--- src/rtl/bp_pkg.sv ---
// Shared encodings for the fetch-stage branch predictor: control-transfer
// types reported at resolution and the 2-bit saturating counter states.
package bp_pkg;

  typedef enum logic [1:0] {
    BP_BR   = 2'b00,
    BP_JAL  = 2'b01,
    BP_CALL = 2'b10,
    BP_RET  = 2'b11
  } bp_type_e;

  localparam logic [1:0] STRONG_NT = 2'b00;
  localparam logic [1:0] WEAK_NT   = 2'b01;
  localparam logic [1:0] WEAK_T    = 2'b10;
  localparam logic [1:0] STRONG_T  = 2'b11;

  // Saturating step; both strong states are sticky in their own direction.
  function automatic logic [1:0] ctr_step(input logic [1:0] ctr, input logic taken);
    logic [1:0] nxt;
    case (ctr)
      STRONG_NT: nxt = taken ? WEAK_NT  : STRONG_NT;
      WEAK_NT:   nxt = taken ? WEAK_T   : STRONG_NT;
      WEAK_T:    nxt = taken ? STRONG_T : WEAK_NT;
      default:   nxt = taken ? STRONG_T : WEAK_T;
    endcase
    return nxt;
  endfunction

endpackage

--- src/rtl/bp_ras.sv ---
// Return-address stack trained at branch resolution. Circular storage:
// a push when full overwrites the oldest entry, a pop when empty does nothing.
module bp_ras
  import bp_pkg::*;
#(
  parameter int XLEN  = 32,
  parameter int DEPTH = 4
) (
  input  logic            clk,
  input  logic            rst,
  input  logic            push,
  input  logic            pop,
  input  logic [XLEN-1:0] push_addr,
  output logic [XLEN-1:0] top,
  output logic            empty,
  output logic            full
);

  localparam int PTR_W = (DEPTH > 1) ? $clog2(DEPTH) : 1;
  localparam int CNT_W = $clog2(DEPTH + 1);
  localparam logic [PTR_W-1:0] PTR_LAST = PTR_W'(DEPTH - 1);
  localparam logic [CNT_W-1:0] CNT_FULL = CNT_W'(DEPTH);

  logic [XLEN-1:0]  mem_q [DEPTH];
  logic [XLEN-1:0]  mem_d [DEPTH];
  logic [PTR_W-1:0] ptr_q, ptr_d, top_ptr;
  logic [CNT_W-1:0] cnt_q, cnt_d;

  // ptr_q is the next write slot, so the top sits one slot behind it.
  assign top_ptr = (ptr_q == '0) ? PTR_LAST : ptr_q - 1'b1;
  assign top     = mem_q[top_ptr];
  assign empty   = (cnt_q == '0);
  assign full    = (cnt_q == CNT_FULL);

  always_comb begin
    mem_d = mem_q;
    ptr_d = ptr_q;
    cnt_d = cnt_q;
    if (push) begin
      mem_d[ptr_q] = push_addr;
      ptr_d        = (ptr_q == PTR_LAST) ? '0 : ptr_q + 1'b1;
      if (!full) begin
        cnt_d = cnt_q + 1'b1;
      end
    end else if (pop && !empty) begin
      ptr_d = top_ptr;
      cnt_d = cnt_q - 1'b1;
    end
  end

  always_ff @(posedge clk or negedge rst) begin
    if (!rst) begin
      for (int i = 0; i < DEPTH; i++) begin
        mem_q[i] <= '0;
      end
      ptr_q <= '0;
      cnt_q <= '0;
    end else begin
      mem_q <= mem_d;
      ptr_q <= ptr_d;
      cnt_q <= cnt_d;
    end
  end

endmodule

--- src/rtl/bp_btb_predictor.sv ---
// Direct-mapped BTB with 2-bit counters giving a same-cycle next-PC prediction.
// Define BP_RAS_EN to add a return-address stack that predicts RET targets.
module bp_btb_predictor
  import bp_pkg::*;
#(
  parameter int XLEN        = 32,
  parameter int BTB_ENTRIES = 64,
  parameter int TAG_W       = 8,
  parameter int RAS_DEPTH   = 4
) (
  input  logic            clk,
  input  logic            rst,
  input  logic            lkp_valid,
  input  logic [XLEN-1:0] lkp_pc,
  output logic            pred_taken,
  output logic [XLEN-1:0] pred_target,
  input  logic            upd_valid,
  input  logic [XLEN-1:0] upd_pc,
  input  logic [1:0]      upd_type,
  input  logic            upd_taken,
  input  logic [XLEN-1:0] upd_target
);

  localparam int IDX_W = $clog2(BTB_ENTRIES);

  generate
    if (BTB_ENTRIES < 2 || (1 << IDX_W) != BTB_ENTRIES || RAS_DEPTH < 1 ||
        IDX_W + TAG_W + 2 > XLEN) begin : g_bad_cfg
      $error("bp_btb_predictor: unsupported parameter combination");
    end
  endgenerate

  logic            valid_q  [BTB_ENTRIES];
  logic            valid_d  [BTB_ENTRIES];
  logic [TAG_W-1:0] tag_q   [BTB_ENTRIES];
  logic [TAG_W-1:0] tag_d   [BTB_ENTRIES];
  bp_type_e        type_q   [BTB_ENTRIES];
  bp_type_e        type_d   [BTB_ENTRIES];
  logic [XLEN-1:0] target_q [BTB_ENTRIES];
  logic [XLEN-1:0] target_d [BTB_ENTRIES];
  logic [1:0]      ctr_q    [BTB_ENTRIES];
  logic [1:0]      ctr_d    [BTB_ENTRIES];

  logic [IDX_W-1:0] lkp_idx, upd_idx;
  logic [TAG_W-1:0] lkp_tag, upd_tag;
  logic             lkp_hit, upd_hit, upd_is_br, upd_eff_taken, ret_from_ras;
  logic [XLEN-1:0]  ras_top;
  logic             ras_empty;
  logic             unused_pc_bits;

  assign lkp_idx = lkp_pc[IDX_W+1:2];
  assign lkp_tag = lkp_pc[IDX_W+TAG_W+1:IDX_W+2];
  assign upd_idx = upd_pc[IDX_W+1:2];
  assign upd_tag = upd_pc[IDX_W+TAG_W+1:IDX_W+2];
  assign unused_pc_bits = ^{lkp_pc, upd_pc};

  assign lkp_hit       = valid_q[lkp_idx] && (tag_q[lkp_idx] == lkp_tag);
  assign upd_hit       = valid_q[upd_idx] && (tag_q[upd_idx] == upd_tag);
  assign upd_is_br     = (upd_type == BP_BR);
  assign upd_eff_taken = !upd_is_br || upd_taken;

`ifdef BP_RAS_EN
  logic ras_full_unused;

  bp_ras #(
    .XLEN  (XLEN),
    .DEPTH (RAS_DEPTH)
  ) u_ras (
    .clk       (clk),
    .rst       (rst),
    .push      (upd_valid && (upd_type == BP_CALL)),
    .pop       (upd_valid && (upd_type == BP_RET)),
    .push_addr (upd_pc + XLEN'(4)),
    .top       (ras_top),
    .empty     (ras_empty),
    .full      (ras_full_unused)
  );
`else
  assign ras_top   = '0;
  assign ras_empty = 1'b1;
`endif

  // Lookup reads the flops directly, so an update in this cycle is not seen yet.
  assign ret_from_ras = (type_q[lkp_idx] == BP_RET) && !ras_empty;
  assign pred_taken   = lkp_valid && lkp_hit &&
                        ((type_q[lkp_idx] != BP_BR) || ctr_q[lkp_idx][1]);
  assign pred_target  = !lkp_hit     ? '0 :
                        ret_from_ras ? ras_top : target_q[lkp_idx];

  always_comb begin
    valid_d  = valid_q;
    tag_d    = tag_q;
    type_d   = type_q;
    target_d = target_q;
    ctr_d    = ctr_q;
    if (upd_valid) begin
      if (upd_hit) begin
        if (upd_is_br) begin
          ctr_d[upd_idx] = ctr_step(ctr_q[upd_idx], upd_taken);
          if (upd_taken) begin
            target_d[upd_idx] = upd_target;
          end
        end else begin
          type_d[upd_idx]   = bp_type_e'(upd_type);
          target_d[upd_idx] = upd_target;
          ctr_d[upd_idx]    = STRONG_T;
        end
      end else if (upd_eff_taken) begin
        // Not-taken branches that miss never allocate, keeping the table for taken flow.
        valid_d[upd_idx]  = 1'b1;
        tag_d[upd_idx]    = upd_tag;
        type_d[upd_idx]   = bp_type_e'(upd_type);
        target_d[upd_idx] = upd_target;
        ctr_d[upd_idx]    = upd_is_br ? WEAK_T : STRONG_T;
      end
    end
  end

  always_ff @(posedge clk or negedge rst) begin
    if (!rst) begin
      for (int i = 0; i < BTB_ENTRIES; i++) begin
        valid_q[i]  <= 1'b0;
        tag_q[i]    <= '0;
        type_q[i]   <= BP_BR;
        target_q[i] <= '0;
        ctr_q[i]    <= STRONG_NT;
      end
    end else begin
      valid_q  <= valid_d;
      tag_q    <= tag_d;
      type_q   <= type_d;
      target_q <= target_d;
      ctr_q    <= ctr_d;
    end
  end

endmodule
--- config.mk ---
export PLATFORM = sky130hd
export DESIGN_NAME = bp_btb_predictor
export DESIGN_NICKNAME = d
export VERILOG_FILES = /design/src/rtl/bp_pkg.sv /design/src/rtl/bp_ras.sv /design/src/rtl/bp_btb_predictor.sv
export SDC_FILE = /design/constraint.sdc
export NUM_CORES = 2
export LEC_CHECK = 0
export ABC_CLOCK_PERIOD_IN_PS = 3800
export BUFFER_PORTS_ARGS = -buffer_cell sky130_fd_sc_hd__buf_2
export CAP_MARGIN = 15
export CORE_MARGIN = 2
export CORE_UTILIZATION = 28
export DETAILED_ROUTE_END_ITERATION = 8
export PLACE_DENSITY = 0.43
export SYNTH_ARGS = -nofsm -noshare
export SYNTH_HDL_FRONTEND = slang
export SYNTH_SLANG_ARGS = --single-unit
--- constraint.sdc ---
create_clock -name clk -period 3.8 [get_ports clk]
set_input_delay 0.38 -clock clk [delete_from_list [all_inputs] [get_ports clk]]
set_output_delay 0.38 -clock clk [all_outputs]
set_load 0.05 [all_outputs]
# Yosys cells after proc, flatten, opt, wreduce, memory -nomap -nowiden
# Cells that the tools add are included.
[word_totals]
register_bits = 2880
in_bits = 103
output_inout_bits = 33
wordCells = 407
[op_classes]
reduce_logical = 16
muxes = 57
eq_ne = 6
n_bitwise = 5
n_lt_le_gt_ge = 3
[ops]
columns = ["op", "n"]
rows = [
  ["2048-bit 2-to-1 mux", 4],
  ["2048-bit bitwise mux", 1],
  ["128-bit 2-to-1 mux", 6],
  ["512-bit bitwise mux", 1],
  ["128-bit bitwise mux", 3],
  ["32-bit binary-select mux with 6-bit select", 1],
  ["32-bit demux with 6-bit select", 1],
  ["32-bit 2-to-1 mux", 4],
  ["128-bit OR", 1],
  ["8-bit binary-select mux with 6-bit select", 2],
  ["64-bit OR", 1],
  ["8-bit demux with 6-bit select", 1],
  ["8-bit 2-to-1 mux", 5],
  ["2-bit binary-select mux with 6-bit select", 3],
  ["2-bit 2-to-1 mux", 12],
  ["8-bit == test", 2],
  ["7-bit greater-or-equal comparator (second input constant)", 2],
  ["6-bit NOT with 7-bit output", 2],
  ["1-bit binary-select mux with 6-bit select", 2],
  ["2-bit demux with 6-bit select", 1],
  ["3-bit AND reduction", 3],
  ["1-bit 2-to-1 mux", 8],
  ["7-bit by 1-bit < comparator with 1-bit output (second input constant)", 1],
  ["1-bit demux with 6-bit select", 1],
  ["other kinds (12)", 19],
]

# Depth between registers and ports, before layout
[logic_depth]
depth_word = 12
ltp_mapped = 18
ltp_nobuf = 10

# Least setup slack after synthesis
# Ideal clock, no wire load.
[synth_timing]
path_kind = "input port to output port"
from = "input port lkp_pc[2]"
to = "output port pred_target[0]"
path_buffers = 3
path_slack_ps = -1156
required_time_ps = 3420
stages = 10
t_arrival_ps = 4576
path_cell_list = "buf_2 buf_1 mux4_2 mux4_2 mux4_2 xor2_1 nor4_1 nand3_1 clkbuf_1 a211oi_1"
[synth_between]
elab_chain_cells = 7
elab_cells_between_ends = 13
cone_classes = "eq/ne (1); mux (10); bitwise (1); reduce/logical (1)"
[synth_rtl]
columns = ["element", "line", "rtl"]
rows = [
  ["start: declaration", "bp_btb_predictor.sv:14", "input logic [XLEN-1:0] lkp_pc,"],
  ["6-bit NOT with 7-bit output (not written as such) (*)", "bp_btb_predictor.sv:57, bp_btb_predictor.sv:88", ""],
  ["8-bit binary-select mux with 6-bit select", "bp_btb_predictor.sv:57", "assign lkp_hit = valid_q[lkp_idx] && (tag_q[lkp_idx] == lkp_tag);"],
  ["8-bit 2-to-1 mux (not written as such) (2 in a row)", "bp_btb_predictor.sv:57", ""],
  ["8-bit == test", "bp_btb_predictor.sv:57", ""],
  ["1-bit logical AND", "bp_btb_predictor.sv:57", ""],
  ["32-bit 2-to-1 mux (*)", "bp_btb_predictor.sv:87", "assign pred_target = !lkp_hit ? '0 :"],
  ["end: declaration", "bp_btb_predictor.sv:16", "output logic [XLEN-1:0] pred_target,"],
]
# Mark *: on every way between the ends. The rest lies on a longest branch, timed or not. The select of a mux whose other input is x is not followed.

# Final worst setup path
[layout_timing]
from = "register tag_q[3] in the netlist's numbering"
to = "output port pred_target[30]"
[layout_between]
elab_chain_cells = 6
[layout_rtl]
columns = ["element", "line", "rtl"]
rows = [
  ["start: declaration", "bp_btb_predictor.sv:35", "logic [TAG_W-1:0] tag_q [BTB_ENTRIES];"],
  ["start signal: assignment", "bp_btb_predictor.sv:130", "tag_q <= tag_d;"],
  ["8-bit binary-select mux with 6-bit select", "bp_btb_predictor.sv:57", ""],
  ["8-bit 2-to-1 mux (not written as such) (2 in a row)", "bp_btb_predictor.sv:57", ""],
  ["8-bit == test", "bp_btb_predictor.sv:57", ""],
  ["1-bit logical AND", "bp_btb_predictor.sv:57", ""],
  ["32-bit 2-to-1 mux", "bp_btb_predictor.sv:87", ""],
]
# Every way passes these cells. The select of a mux whose other input is x is not followed.

==> metrics <==
status finished, violations left; failing checks negative setup slack; area grow syn2layout 23.3%; synthesized instance count 8937; Synth Area in Adders 0.00734%; syn_area_per_cell 15.3 um^2; critical path type register to primary output; worst setup margin -1610 ps; cells along the critical path mux4_2 > mux4_2 > mux4_2 > xor2_1 > nor4_2 > buf_4 > nand3_4 > buf_16 > buf_16 > a211oi_4 > buf_12; Async SR Flop Fraction 100%; fin crit period 5410 ps; share of layout cells above drive strength 1 57.8%; sequential fraction of design power 44.7%; Rows 256; vias in the first global route 91900; slowest stage delay, CP 660 ps; Total GRT Usage 20.7%; global route overflow 0; largest family of logic cells by synthesized area multiplexers; Tightest Hold Check Type input pin to register; area of the multi-input gates 63500 um^2; critical path buffer and inverter count 4; P_sw 0.0214 W; clk buf depth 4; origin of the critical flop-to-flop path tag_q[400]$_DFFE_PN0P_; CTS sink count 2880; Switching Share 26.0%; met2 wire len 242000 um; Worst-Margin Slew 1170 ps; crit path max fanout 3; # Max-Cap Violations 0; Worst setup startpoint tag_q[3]$_DFFE_PN0P_; CTS tree built; commonest non-fill, non-tap cell in the layout dfrtp_1; Comb pwr share 14.6%; VDD IR max 340 uV; top cells by area, synth dfrtp_1 (53%), mux2_2 (22%), mux4_2 (16%); Syn Nets 9040; delay-heaviest family, CP multiplexers; Worst Setup End Kind primary output; fin. max-slew vios 0; Vias/cell 5.32; TritonRoute pass-1 iters 8; first-pass GRT wire length 733000 um; Leakage 74.8 nW; post-route met1 wirelength 234000 um; Synth Flop Type dfrtp_1; flops & latches, synth 2880; WL final 524000 um; Root Driver clkbuf_16; number of routed nets with antenna violations 0; FF+latch area 72100 um^2; gpl congestion 0.864; Netlist cell types 76; WP data arrival 5030 ps; synth warn 0; Critical Path RT 3420 ps; routed wl met3 28000 um; Nets 9561; Fmax 0.185 GHz; area of the core 486000 um^2; Post-synth EDFFs 0; Slew Limit Headroom 21.7%; worst skew pair latency 1010 ps; top sig layer met5; most frequent CP cell mux4_2; Die X 702 um; hpwl dp 316000 um; initial antenna violation count 35; Placement Setup Slack -1300 ps; DRC Markers 0; full die area 493000 um^2; fin cells 16200; number of H-tree levels 5; wire length per cell 32.4 um; RSZ-0062 raised after global routing true; CP startpoint kind register; total CTS buffers 349; multiplexer share of the synthesized area 38.6%; Clock Skews 82.1 ps; Post-Synth XOR/XNOR Area 0.103%; Cell Pwr Density 490 nW/um^2; CTS clock-pin slew for the worst setup and hold paths 60 ps; crit path max-delay cell type mux4_2; clock share of power 40.7%; dpl cells 15400; most frequent cells in the layout dfrtp_1 (2880), mux2_2 (2499), mux4_2 (939), buf_4 (585), clkbuf_16 (375); sequential area share after synthesis 52.8%; number of placed I/O pins 136; Initial Utilization 28.1%; port bufs 99; Synth Area in Compound Gates 2.45%; Internal 0.0609 W; final setup violating endpoints 696; Die Y 702 um; DR vias 86100; DR iter-0 viols 6871; Post-Syn Area 136000 um^2; Fill cells 46400; hold path start upd_target[5]; cell taking the most area after synthesis dfrtp_1; largest net degree at the start of global routing 145; Synth Area in Simple Gates 3.05%; Synth top area share 52.8%; final hold viol count 0; Final Cycle Share 142%
[worst min-delay path, cell delays in order]
cell	delay (ps)
buf_2	400
nand2_1	180
nand2_1	50
[sequential cells by signal, indices dropped and copies added (netlist names)]
signal    flops
type_q      128
tag_q       512
ctr_q       128
target_q   2048
valid_q      64
[synth_stat cells, types with 6 or more instances]
cell / number
a211oi_1: 46
a21oi_1: 75
a221oi_1: 22
a22o_1: 17
a22oi_1: 66
a31oi_1: 54
and2_1: 41
and3_1: 6
buf_1: 114
buf_2: 107
buf_4: 17
buf_6: 15
clkbuf_1: 654
dfrtp_1: 2880
inv_1: 66
mux2_2: 2712
mux2i_1: 100
mux4_2: 939
nand2_1: 311
nand2b_1: 8
nand3_1: 74
nand4_1: 14
nor2_1: 95
nor2b_1: 38
nor3_1: 79
nor3_4: 14
nor3b_1: 10
nor4_1: 34
o211ai_1: 49
o21ai_0: 74
o221ai_1: 9
o22ai_1: 28
or2_2: 68
xnor2_1: 6
xor2_1: 10
[per-layer routing]
metal | up-vias | global-route usage, %
met5 | - | 0
met2 | 2682 | 33.0
met1 | 48000 | 29.1
met3 | 887 | 3.09
li1 | 34600 | -
met4 | 6 | 6.43
[cell type report]
cell class / count / area share, %
Antenna cell: 8 / 0.0119
Clock buffer: 544 / 6.25
Clock inverter: 77 / 0.544
Inverter: 68 / 0.152
Multi-Input combinational cell: 5098 / 37.7
Sequential cell: 2880 / 42.8
Tap cell: 6450 / 4.80
Timing Repair Buffer: 1061 / 7.68
[cell families after synthesis]
kind of cell | after synthesis
muxes | 3752
DFF | 2880
AOI/OAI and AO/OA | 491
adders and majority gates | 1
and+or+nand+nor | 819
xor gates and xnor gates | 16
buffers and inverters | 978
[timing repair]
action                                  4_1_cts  5_1_grt
hold buffers                                  6        3
gates cloned                                 40       39
gates resized for setup                     496      229
pin swaps                                    39       37
setup buffers                                62       27
endpoints found under the setup margin      865      766
hold endpoints to repair                   1293       31
[power by group through the flow]
stage / logic (W) / registers, W / clock network (W)
2_1_floorplan: 0.00771 / 0.0364 / 0
3_3_place_gp: 0.0114 / 0.0370 / 0
3_5_place_dp: 0.0116 / 0.0373 / 0
4_1_cts: 0.0120 / 0.0367 / 0.0344
5_1_grt: 0.0128 / 0.0372 / 0.0358
6_report: 0.0120 / 0.0368 / 0.0335
[worst paths after layout]
kind                                             endpoint  slack, ps  depth (start not counted)
worst min-delay path            target_q[581]$_DFFE_PN0P_         80                          3
min in group asynchronous          tag_q[468]$_DFFE_PN0P_        190                          3
max in group asynchronous       target_q[400]$_DFFE_PN0P_       2320                          5
worst max register to register      ctr_q[54]$_DFFE_PN0P_       -290                         19
worst max-delay path                      pred_target[30]      -1610                         11
worst min register to register  target_q[591]$_DFFE_PN0P_        470                          2
[through the flow]
step	setup TNS, ps	util, %	hold slack (ps)	total power, W	cell area (um^2)
floorplan	-750	-	84.4	0.0441	137000
global placement	-703760	31.3	340	0.0484	152000
detailed placement	-725840	31.3	326	0.0489	152000
CTS	-116400	34.4	6.27	0.0831	167000
global route	-184300	34.6	109	0.0858	168000
finish	-117660	34.6	82.3	0.0824	168000
No activity file was read; power rests on OpenSTA's default activity.
